$ cat src/rtl/exec_seq_if.sv
// exec_seq_if: handshake/control bundle between decode, the execute-stage
// sequencer and the memory stage.
//   master : sequencer side (exec_seq_ctrl). It drives id_ready, ex_capture,
//            fwd_*, mem_*, redirect_* and flush_id.
//   slave  : environment side (decode / execute flops / memory / front end).
interface exec_seq_if #(parameter int XLEN = 32);
    logic            id_valid;
    logic            id_ready;
    logic [4:0]      id_rs1;
    logic [4:0]      id_rs2;
    logic            id_uses_rs1;
    logic            id_uses_rs2;
    logic [4:0]      id_rd;
    logic            id_rd_we;
    logic            id_is_branch;
    logic            ex_capture;
    logic            ex_jump_flag;
    logic [XLEN-1:0] ex_jump_target;
    logic            fwd_a_sel;
    logic            fwd_b_sel;
    logic            mem_valid;
    logic            mem_ready;
    logic [4:0]      mem_rd;
    logic            mem_rd_we;
    logic            redirect_valid;
    logic [XLEN-1:0] redirect_pc;
    logic            flush_id;

    modport master (
        input  id_valid, id_rs1, id_rs2, id_uses_rs1, id_uses_rs2, id_rd, id_rd_we,
               id_is_branch, ex_jump_flag, ex_jump_target, mem_ready,
        output id_ready, ex_capture, fwd_a_sel, fwd_b_sel, mem_valid, mem_rd,
               mem_rd_we, redirect_valid, redirect_pc, flush_id
    );

    modport slave (
        output id_valid, id_rs1, id_rs2, id_uses_rs1, id_uses_rs2, id_rd, id_rd_we,
               id_is_branch, ex_jump_flag, ex_jump_target, mem_ready,
        input  id_ready, ex_capture, fwd_a_sel, fwd_b_sel, mem_valid, mem_rd,
               mem_rd_we, redirect_valid, redirect_pc, flush_id
    );
endinterface

$ cat src/rtl/exec_seq_ctrl.sv
// exec_seq_ctrl: sequencer for the two-deep registered execute stage.
// Tracks the instruction in the operand rank (S1) and in the result rank (S2),
// runs the decode->execute->memory handshakes, resolves RAW hazards by
// interlock (and by forwarding from S2 when enabled), and turns a resolved
// jump in S2 into a one-shot redirect plus decode flush.
// Ports:
//   clk   : clock
//   rstn  : asynchronous active-low reset
//   bus   : exec_seq_if.master (decode handshake, execute capture/forward
//           selects, memory handshake, redirect/flush)
// Build option:
//   EXEC_SEQ_FWD_EN : when defined, operands forward from S2; when undefined,
//                     any match on S1 or S2 stalls until the producer retires
//                     (the register file is write-through on retire).
module exec_seq_ctrl (
    input  logic         clk,
    input  logic         rstn,
    exec_seq_if.master   bus
);
    // S1: operands in flight
    logic       r_s1_v, r_s1_we, r_s1_br;
    logic [4:0] r_s1_rd;
    // S2: result registered
    logic       r_s2_v, r_s2_we, r_s2_br, r_s2_done;
    logic [4:0] r_s2_rd;

    logic w_adv, w_redirect, w_stall, w_accept;
    logic w_s1_a, w_s1_b, w_s2_a, w_s2_b;

    function automatic logic f_match(input logic v, input logic we, input logic [4:0] rd,
                                     input logic uses, input logic [4:0] rs);
        // x0 is hardwired zero: never a dependency
        return v && we && (rd != 5'd0) && uses && (rs == rd);
    endfunction

    always_comb begin
        w_s1_a = f_match(r_s1_v, r_s1_we, r_s1_rd, bus.id_uses_rs1, bus.id_rs1);
        w_s1_b = f_match(r_s1_v, r_s1_we, r_s1_rd, bus.id_uses_rs2, bus.id_rs2);
        w_s2_a = f_match(r_s2_v, r_s2_we, r_s2_rd, bus.id_uses_rs1, bus.id_rs1);
        w_s2_b = f_match(r_s2_v, r_s2_we, r_s2_rd, bus.id_uses_rs2, bus.id_rs2);

        w_adv      = !r_s2_v || bus.mem_ready;
        // redir_done keeps a stalled branch from redirecting twice
        w_redirect = r_s2_v && r_s2_br && bus.ex_jump_flag && !r_s2_done;
`ifdef EXEC_SEQ_FWD_EN
        w_stall    = w_s1_a || w_s1_b;
`else
        w_stall    = w_s1_a || w_s1_b || w_s2_a || w_s2_b;
`endif

        // rstn gating keeps every output at 0 while reset is asserted
        bus.id_ready       = rstn && w_adv && !w_stall && !w_redirect;
        w_accept           = bus.id_valid && bus.id_ready;
        bus.ex_capture     = rstn && w_adv;
`ifdef EXEC_SEQ_FWD_EN
        bus.fwd_a_sel      = w_accept && w_s2_a;
        bus.fwd_b_sel      = w_accept && w_s2_b;
`else
        bus.fwd_a_sel      = 1'b0;
        bus.fwd_b_sel      = 1'b0;
`endif
        bus.mem_valid      = r_s2_v;
        bus.mem_rd         = r_s2_rd;
        bus.mem_rd_we      = r_s2_we;
        bus.redirect_valid = w_redirect;
        bus.redirect_pc    = w_redirect ? bus.ex_jump_target : '0;
        bus.flush_id       = w_redirect;
    end

    always_ff @(posedge clk or negedge rstn) begin
        if (!rstn) begin
            r_s1_v    <= 1'b0;
            r_s1_we   <= 1'b0;
            r_s1_br   <= 1'b0;
            r_s1_rd   <= 5'd0;
            r_s2_v    <= 1'b0;
            r_s2_we   <= 1'b0;
            r_s2_br   <= 1'b0;
            r_s2_done <= 1'b0;
            r_s2_rd   <= 5'd0;
        end else if (w_adv) begin
            // S1 killed by a redirect this cycle moves on as a bubble
            r_s2_v    <= r_s1_v && !w_redirect;
            r_s2_we   <= r_s1_we;
            r_s2_br   <= r_s1_br;
            r_s2_rd   <= r_s1_rd;
            r_s2_done <= 1'b0;
            r_s1_v    <= w_accept;
            r_s1_we   <= w_accept && bus.id_rd_we;
            r_s1_br   <= w_accept && bus.id_is_branch;
            r_s1_rd   <= w_accept ? bus.id_rd : 5'd0;
        end else if (w_redirect) begin
            // stalled branch: kill S1 in place and remember the redirect
            r_s1_v    <= 1'b0;
            r_s2_done <= 1'b1;
        end
    end
endmodule

$ cat src/flat_wrapper.sv
// flat-port wrapper written by rule: the top's interface ports become plain ports
module exec_seq_ctrl_flat 
  (clk, rstn, bus_id_valid, bus_id_rs1, bus_id_rs2, bus_id_uses_rs1, bus_id_uses_rs2, bus_id_rd, bus_id_rd_we, bus_id_is_branch, bus_ex_jump_flag, bus_ex_jump_target, bus_mem_ready, bus_id_ready, bus_ex_capture, bus_fwd_a_sel, bus_fwd_b_sel, bus_mem_valid, bus_mem_rd, bus_mem_rd_we, bus_redirect_valid, bus_redirect_pc, bus_flush_id);
  exec_seq_if #(.XLEN(32)) bus_i ();
  input  logic clk;
  input  logic rstn;
  input wire logic [$bits(bus_i.id_valid)-1:0] bus_id_valid;
  input wire logic [$bits(bus_i.id_rs1)-1:0] bus_id_rs1;
  input wire logic [$bits(bus_i.id_rs2)-1:0] bus_id_rs2;
  input wire logic [$bits(bus_i.id_uses_rs1)-1:0] bus_id_uses_rs1;
  input wire logic [$bits(bus_i.id_uses_rs2)-1:0] bus_id_uses_rs2;
  input wire logic [$bits(bus_i.id_rd)-1:0] bus_id_rd;
  input wire logic [$bits(bus_i.id_rd_we)-1:0] bus_id_rd_we;
  input wire logic [$bits(bus_i.id_is_branch)-1:0] bus_id_is_branch;
  input wire logic [$bits(bus_i.ex_jump_flag)-1:0] bus_ex_jump_flag;
  input wire logic [$bits(bus_i.ex_jump_target)-1:0] bus_ex_jump_target;
  input wire logic [$bits(bus_i.mem_ready)-1:0] bus_mem_ready;
  output wire logic [$bits(bus_i.id_ready)-1:0] bus_id_ready;
  output wire logic [$bits(bus_i.ex_capture)-1:0] bus_ex_capture;
  output wire logic [$bits(bus_i.fwd_a_sel)-1:0] bus_fwd_a_sel;
  output wire logic [$bits(bus_i.fwd_b_sel)-1:0] bus_fwd_b_sel;
  output wire logic [$bits(bus_i.mem_valid)-1:0] bus_mem_valid;
  output wire logic [$bits(bus_i.mem_rd)-1:0] bus_mem_rd;
  output wire logic [$bits(bus_i.mem_rd_we)-1:0] bus_mem_rd_we;
  output wire logic [$bits(bus_i.redirect_valid)-1:0] bus_redirect_valid;
  output wire logic [$bits(bus_i.redirect_pc)-1:0] bus_redirect_pc;
  output wire logic [$bits(bus_i.flush_id)-1:0] bus_flush_id;
  assign bus_i.id_valid = bus_id_valid;
  assign bus_i.id_rs1 = bus_id_rs1;
  assign bus_i.id_rs2 = bus_id_rs2;
  assign bus_i.id_uses_rs1 = bus_id_uses_rs1;
  assign bus_i.id_uses_rs2 = bus_id_uses_rs2;
  assign bus_i.id_rd = bus_id_rd;
  assign bus_i.id_rd_we = bus_id_rd_we;
  assign bus_i.id_is_branch = bus_id_is_branch;
  assign bus_i.ex_jump_flag = bus_ex_jump_flag;
  assign bus_i.ex_jump_target = bus_ex_jump_target;
  assign bus_i.mem_ready = bus_mem_ready;
  assign bus_id_ready = bus_i.id_ready;
  assign bus_ex_capture = bus_i.ex_capture;
  assign bus_fwd_a_sel = bus_i.fwd_a_sel;
  assign bus_fwd_b_sel = bus_i.fwd_b_sel;
  assign bus_mem_valid = bus_i.mem_valid;
  assign bus_mem_rd = bus_i.mem_rd;
  assign bus_mem_rd_we = bus_i.mem_rd_we;
  assign bus_redirect_valid = bus_i.redirect_valid;
  assign bus_redirect_pc = bus_i.redirect_pc;
  assign bus_flush_id = bus_i.flush_id;
  exec_seq_ctrl u_core (.clk(clk), .rstn(rstn), .bus(bus_i));
endmodule
$ cat config.mk
export PLATFORM = sky130hd
export DESIGN_NAME = exec_seq_ctrl_flat
export DESIGN_NICKNAME = d
export VERILOG_FILES = /design/src/rtl/exec_seq_if.sv /design/src/rtl/exec_seq_ctrl.sv /design/src/flat_wrapper.sv
export SDC_FILE = /design/constraint.sdc
export NUM_CORES = 1
export LEC_CHECK = 0
export ABC_AREA = 1
export BUFFER_PORTS_ARGS = -buffer_cell sky130_fd_sc_hd__buf_2
export CORE_MARGIN = 10
export CORE_UTILIZATION = 41
export DETAILED_ROUTE_END_ITERATION = 8
export GPL_TIMING_DRIVEN = 0
export PLACE_DENSITY = 0.81
export RECOVER_POWER = 100
export SKIP_LAST_GASP = 1
export SYNTH_ARGS = -nofsm -noshare
export SYNTH_HDL_FRONTEND = slang
export SYNTH_SLANG_ARGS = --single-unit
$ cat constraint.sdc
create_clock -name clk -period 1.6 [get_ports clk]
set_input_delay 0.24 -clock clk [delete_from_list [all_inputs] [get_ports clk]]
set_output_delay 0.24 -clock clk [all_outputs]
set_load 0.05 [all_outputs]
# --- Word level (Yosys, flattened, before mapping) ---
# Cells that the tools add are included.
op_classes:
  addsub: 0
  mul: 0
  div: 0
  magnitude_cmp: 0
  n_eq_ne: 4
  n_shift: 0
  muxes: 6
  bitwise: 0
  n_reduce_logical: 33
ops:
  columns: ["operator", "count"]
  rows:
  - ["32-bit two-way mux", 1]
  - ["1-bit logical AND", 22]
  - ["5-bit equality test", 4]
  - ["5-bit nonzero test", 2]
  - ["5-bit two-way mux", 1]
  - ["1-bit zero test", 4]
  - ["1-bit logical OR", 4]
  - ["1-bit two-way mux", 4]
  - ["2-bit nonzero test", 1]
totals:
  reg_bits: 17
  latchBits: 0
  mem_bits_rw: 0
  rom_bits: 0
  in_bits: 56
  output_inout_bits: 45
  wordCells: 52
  memories: 0

# --- Logic depth before layout (Yosys ltp) ---
depth:
  depth_word: 12
  ltp_mapped: 9
  ltp_nobuf: 9

# --- Worst setup path after synthesis ---
# Ideal clock, no wire load.
synth_timing:
  kind: "register -> output"
  start: "reg u_core.r_s2_v (netlist: u_core.bus.mem_valid)"
  end: "out bus_id_ready"
  arrival_ns: 2.060
  t_required_ns: 1.360
  path_slack_ns: -0.700
  path_stages_with_launch: 7
  n_path_buf: 0
  path_cell_list: "dfrtp_1 -> inv_2 -> nor2_4 -> nor2_2 -> nand2_1 -> a21oi_4 -> and2_1"
synth_via:
  elab_cells_between_ends: 18
  cone_classes: "reduce/logical: 18"
synth_rtl:
  columns: ["item", "line_no", "source"]
  rows:
  - ["start: declaration", "exec_seq_ctrl.sv:24", "logic r_s2_v, r_s2_we, r_s2_br, r_s2_done;"]
  - ["start signal: assignment", "exec_seq_ctrl.sv:83", "r_s2_v <= r_s1_v && !w_redirect;"]
  - ["1-bit zero test", "exec_seq_ctrl.sv:42", "w_adv = !r_s2_v || bus.mem_ready;"]
  - ["1-bit logical OR", "exec_seq_ctrl.sv:42", null]
  - ["1-bit logical AND", null, null]
  - ["net bus_ex_capture", "flat_wrapper.sv:19", "output wire logic [$bits(bus_i.ex_capture)-1:0] bus_ex_capture;"]
  - ["1-bit logical AND (2 in series)", "exec_seq_ctrl.sv:52", "bus.id_ready = rstn && w_adv && !w_stall && !w_redirect;"]
  - ["end: declaration", "flat_wrapper.sv:18", "output wire logic [$bits(bus_i.id_ready)-1:0] bus_id_ready;"]
# The timed path passes the listed nets, and every way through them passes these cells.

# --- Final worst setup path ---
layout_timing:
  start: "reg u_core.r_s2_rd[2] (netlist: u_core.bus.mem_rd[2])"
  end: "out bus_id_ready"
layout_via:
  elab_chain_len: 9
  elab_cells_between_ends: 13
  cone_classes: "eq/ne: 2; reduce/logical: 11"
layout_lines:
  columns: ["item", "line_no", "source"]
  rows:
  - ["start: declaration", "exec_seq_ctrl.sv:25", "logic [4:0] r_s2_rd;"]
  - ["start signal: assignment", "exec_seq_ctrl.sv:86", "r_s2_rd <= r_s1_rd;"]
  - ["5-bit nonzero test", "exec_seq_ctrl.sv:33", "return v && we && (rd != 5'd0) && uses && (rs == rd);"]
  - ["1-bit logical AND (3 in series)", "exec_seq_ctrl.sv:33", null]
  - ["1-bit logical OR", "exec_seq_ctrl.sv:48", "w_stall = w_s1_a || w_s1_b || w_s2_a || w_s2_b;"]
  - ["1-bit logical OR (*)", "exec_seq_ctrl.sv:48", null]
  - ["1-bit zero test (*)", "exec_seq_ctrl.sv:52", null]
  - ["1-bit logical AND (*) (2 in series)", "exec_seq_ctrl.sv:52", null]
# Mark *: on every way between the ends. The rest lies on a longest branch, timed or not.

==> reports/summary.txt <==
================================================================================
Outcome                                                             complete, but fails checks
Failing checks                                                      setup timing
Number of inserted filler cells in the final layout                          141
Clock-pin transition on the worst setup and hold timing paths             110 ps
Achievable Freq                                                          482 MHz
DPL Wire Length                                                          4190 um
Kind of path behind the tightest hold check                         input pin to flop
Met2 track utilization from global routing                                 41.9%
Cells on worst reg2reg path                                                   10
Total wirelength of the detailed-routed design                           8150 um
RSZ-0062 raised after global routing                                         yes
Number of synthesized flops with an enable pin                                 0
Top cell family by delay on the critical path                       simple AND/OR/NAND/NOR gates
Most common library cell in the layout ignoring fill and taps       sky130_fd_sc_hd__buf_2
Worst reg2reg endpoint                                              u_core.r_s1_v
Dominant cell type by area after synthesis                          sky130_fd_sc_hd__dfrtp_1
TritonCTS clock tree                                                       built
Time the worst path needs with I/O delays and setup                      2070 ps
Number of buffers created by CTS                                               3
Total of endpoints with negative setup slack in the final report              43
Tightest hold margin                                                      190 ps
Utilization of the core after routing                                      88.7%
Antenna Nets Post-Route                                                        0
Cell Pwr Density                                                     512 nW/um^2
CTS Root Cell                                                       sky130_fd_sc_hd__clkbuf_4
Ordered cell list for the critical path                             inv_2 > nand2_1 > nand2_1 > nor2_1 > nand3_2 > nand2_2 > a21oi_4 > and2_4 > buf_8
Post-synthesis sequential area ratio                                       31.0%
Most repeated library cell on the critical path                     sky130_fd_sc_hd__nand2_1
Starting Density                                                           43.9%
IO Port Bufs                                                                  97
Initial antenna violation count                                                0
GR met3 Demand/Resource                                                    6.34%
Cell area after technology mapping                                    1370 sq um
Highest-utilization routing layer at the global route stage                 met2
Register bit count reported by yosys                                          17
Number of nets in the final layout                                           412
Critical Path Start                                                 u_core.bus.mem_rd[2]
Total via count in the routed design                                        2119
Final routed wire length divided by cell count                           20.4 um
Area delta synth->final                                                     102%
Final GP Congestion                                                        0.876
Cell count after synthesis                                                   236
Setup crit end kind                                                 primary output
Total GRT Usage                                                            22.6%
Number of placed I/O pins                                                    101
DIE HEIGHT                                                               77.9 um
Vias in the first global route                                              2139
First-pass GRT wire length                                              11100 um
Max-cap violation count                                                        0
N_diodes                                                                       0
Clock insertion delay at the later pin of the skew report                 290 ps
Number of max-slew violations in the final report                              0
Highest-count cells in the layout ignoring fill and taps            sky130_fd_sc_hd__buf_2 (58), sky130_fd_sc_hd__nand2_1 (57), sky130_fd_sc_hd__inv_1 (46)
Layout cells sized above 1                                                 51.8%
R2r setup slk                                                             -70 ps
Number of library cell types mapped by synthesis                              23
Maximum clock skew at final layout                                       4.25 ps
Capture point of the worst path                                     bus_id_ready
Crit path setup slack, layout                                            -474 ps
Crit path arrival time                                                   1830 ps
Max rail drop VDD                                                     0.000574 V
Period utilisation layout                                                   130%
Number of buffers and inverters on the critical path                           2
FF-to-FF Start                                                      u_core.bus.mem_rd[2]
Worst slew margin                                                          49.0%
Global routing met1 resource utilization                                   22.2%
H-tree levels                                                                  1
Critical Setup Path Class                                           flop to primary output
Number of detailed-routing iterations run before antenna repair                5
Width of the die                                                         77.9 um
Leak Pwr                                                                 1.55 nW
Area inside the core boundary                                         3130 sq um
Delay of the slowest critical-path stage                                  510 ps
Mean instance size in the synthesized netlist                         5.82 sq um
Final global-route overflow total                                              0
Pin count of the biggest net entering global routing                          18
Slowest cell on the critical path                                   sky130_fd_sc_hd__dfrtp_1
Total number of yosys warnings                                                 0
Vias per cell                                                               5.31
Synth Flop Type                                                     sky130_fd_sc_hd__dfrtp_1
Transition at the pin with the smallest max-transition slack              762 ps
Remaining routing DRC violations                                               0
Number of sinks on the clock net                                              17
Async set or reset register ratio after synthesis                           100%
Core Rows                                                                     20
Hold Violations, Final                                                         0
Cell count along the critical path                                             9
Detailed router's first-iteration violation count                            266
Max FO, Critical Path                                                          6
Crit path launch type                                                       flop
CP required                                                              1360 ps
Top cells by area, synth                                            sky130_fd_sc_hd__dfrtp_1 (31%), sky130_fd_sc_hd__nand2_1 (17%), sky130_fd_sc_hd__nor2_1 (14%)
Maximum buffer depth of the clock tree                                         2
Fraction of synthesized cell area taken by the top area cell type          31.0%
Die area                                                              6060 sq um
================================================================================
how the worst min path moves through the flow:
stage,end,slack (ps),cells past startpoint,from
floorplan,u_core.bus.mem_rd[0],-60,0,rstn
global placement,u_core.r_s1_rd[4],180,1,rstn
detailed placement,u_core.r_s1_rd[4],180,1,rstn
CTS,u_core.r_s1_rd[0],190,3,bus_id_rd[0]
global route,u_core.r_s1_we,180,3,bus_id_rd_we
finish,u_core.r_s1_we,190,3,bus_id_rd_we
layout make-up:
cell class	count	area [sq um]	share of cell area, %
plain buffers	8	113	4.06
clock inverters	1	5.00	0.180
multi-input cells	155	957	34.5
well taps	44	55.1	1.98
repair buffers	114	965	34.8
flip-flops and latches	17	432	15.6
inverters	57	226	8.16
clock buffers	3	22.5	0.812
cells in the mapped netlist (2+ instances only):
cell / instances
sky130_fd_sc_hd__nand2_1: 62
sky130_fd_sc_hd__nor2_1: 51
sky130_fd_sc_hd__inv_1: 48
sky130_fd_sc_hd__dfrtp_1: 17
sky130_fd_sc_hd__nand4_1: 10
sky130_fd_sc_hd__inv_2: 9
sky130_fd_sc_hd__o21ai_0: 7
sky130_fd_sc_hd__nand3_1: 6
sky130_fd_sc_hd__clkbuf_1: 4
sky130_fd_sc_hd__o21ai_1: 4
sky130_fd_sc_hd__buf_4: 3
sky130_fd_sc_hd__xor2_1: 3
sky130_fd_sc_hd__nand2_2: 2
sequential cells by signal (all words and copies together) (netlist names):
register,cells
u_core.bus.mem_rd_we,1
u_core.r_s1_we,1
u_core.bus.mem_rd,5
u_core.r_s2_br,1
u_core.r_s1_v,1
u_core.bus.mem_valid,1
u_core.r_s1_rd,5
u_core.r_s1_br,1
u_core.r_s2_done,1
routing by layer:
layer	share of wire, %	vias to the layer above	routed length [um]
met5	0	-	0
met4	7.0	0	572
met3	8.2	49	666
met2	53	167	4300
met1	32	981	2610
li1	-	922	-
tightest hold or removal path: stages:
cell and delay [ps]:
sky130_fd_sc_hd__buf_2 70, sky130_fd_sc_hd__nand4_1 80, sky130_fd_sc_hd__nand2_1 60
per-stage QoR:
stage	cell area [sq um]	TNS [ps]	cells	power, mW	worst slack (ps)
2_1_floorplan	1660	-6170	237	0.876	-194
3_3_place_gp	2200	-7590	378	1.03	-282
3_5_place_dp	2200	-8100	378	1.04	-301
4_1_cts	2700	-3540	397	1.34	-229
5_1_grt	2780	-8170	399	1.48	-496
6_report	2780	-5490	399	1.42	-474
kinds of logic (layout without fill, tap and decap cells):
logic type | Yosys count | count (layout) | synth area share [%]
AO/OA/AOI/OAI | 13 | 13 | 5.56
XOR/XNOR | 3 | 3 | 1.91
buffers and inverters | 65 | 183 | 18.7
flip-flops | 17 | 17 | 31.0
other | 1 | 2 | 0.273
AND/OR/NAND/NOR | 137 | 137 | 42.6
repair_timing:
action / CTS / global route
hold buffers: 1 / 0
setup buffers: 11 / 3
hold endpoints to repair: 17 / 0
gates cloned: 3 / 0
pin swaps: 12 / 8
resized for setup: 91 / 22
endpoints found under the setup margin: 35 / 43
where the power goes:
group | internal, mW | switching, mW | leakage, nW
registers | 0.465 | 0.0527 | 0.221
clock network | 0.0929 | 0.142 | 0.0177
logic | 0.232 | 0.437 | 1.31
Note: power is estimated with default switching activity, not from simulation.
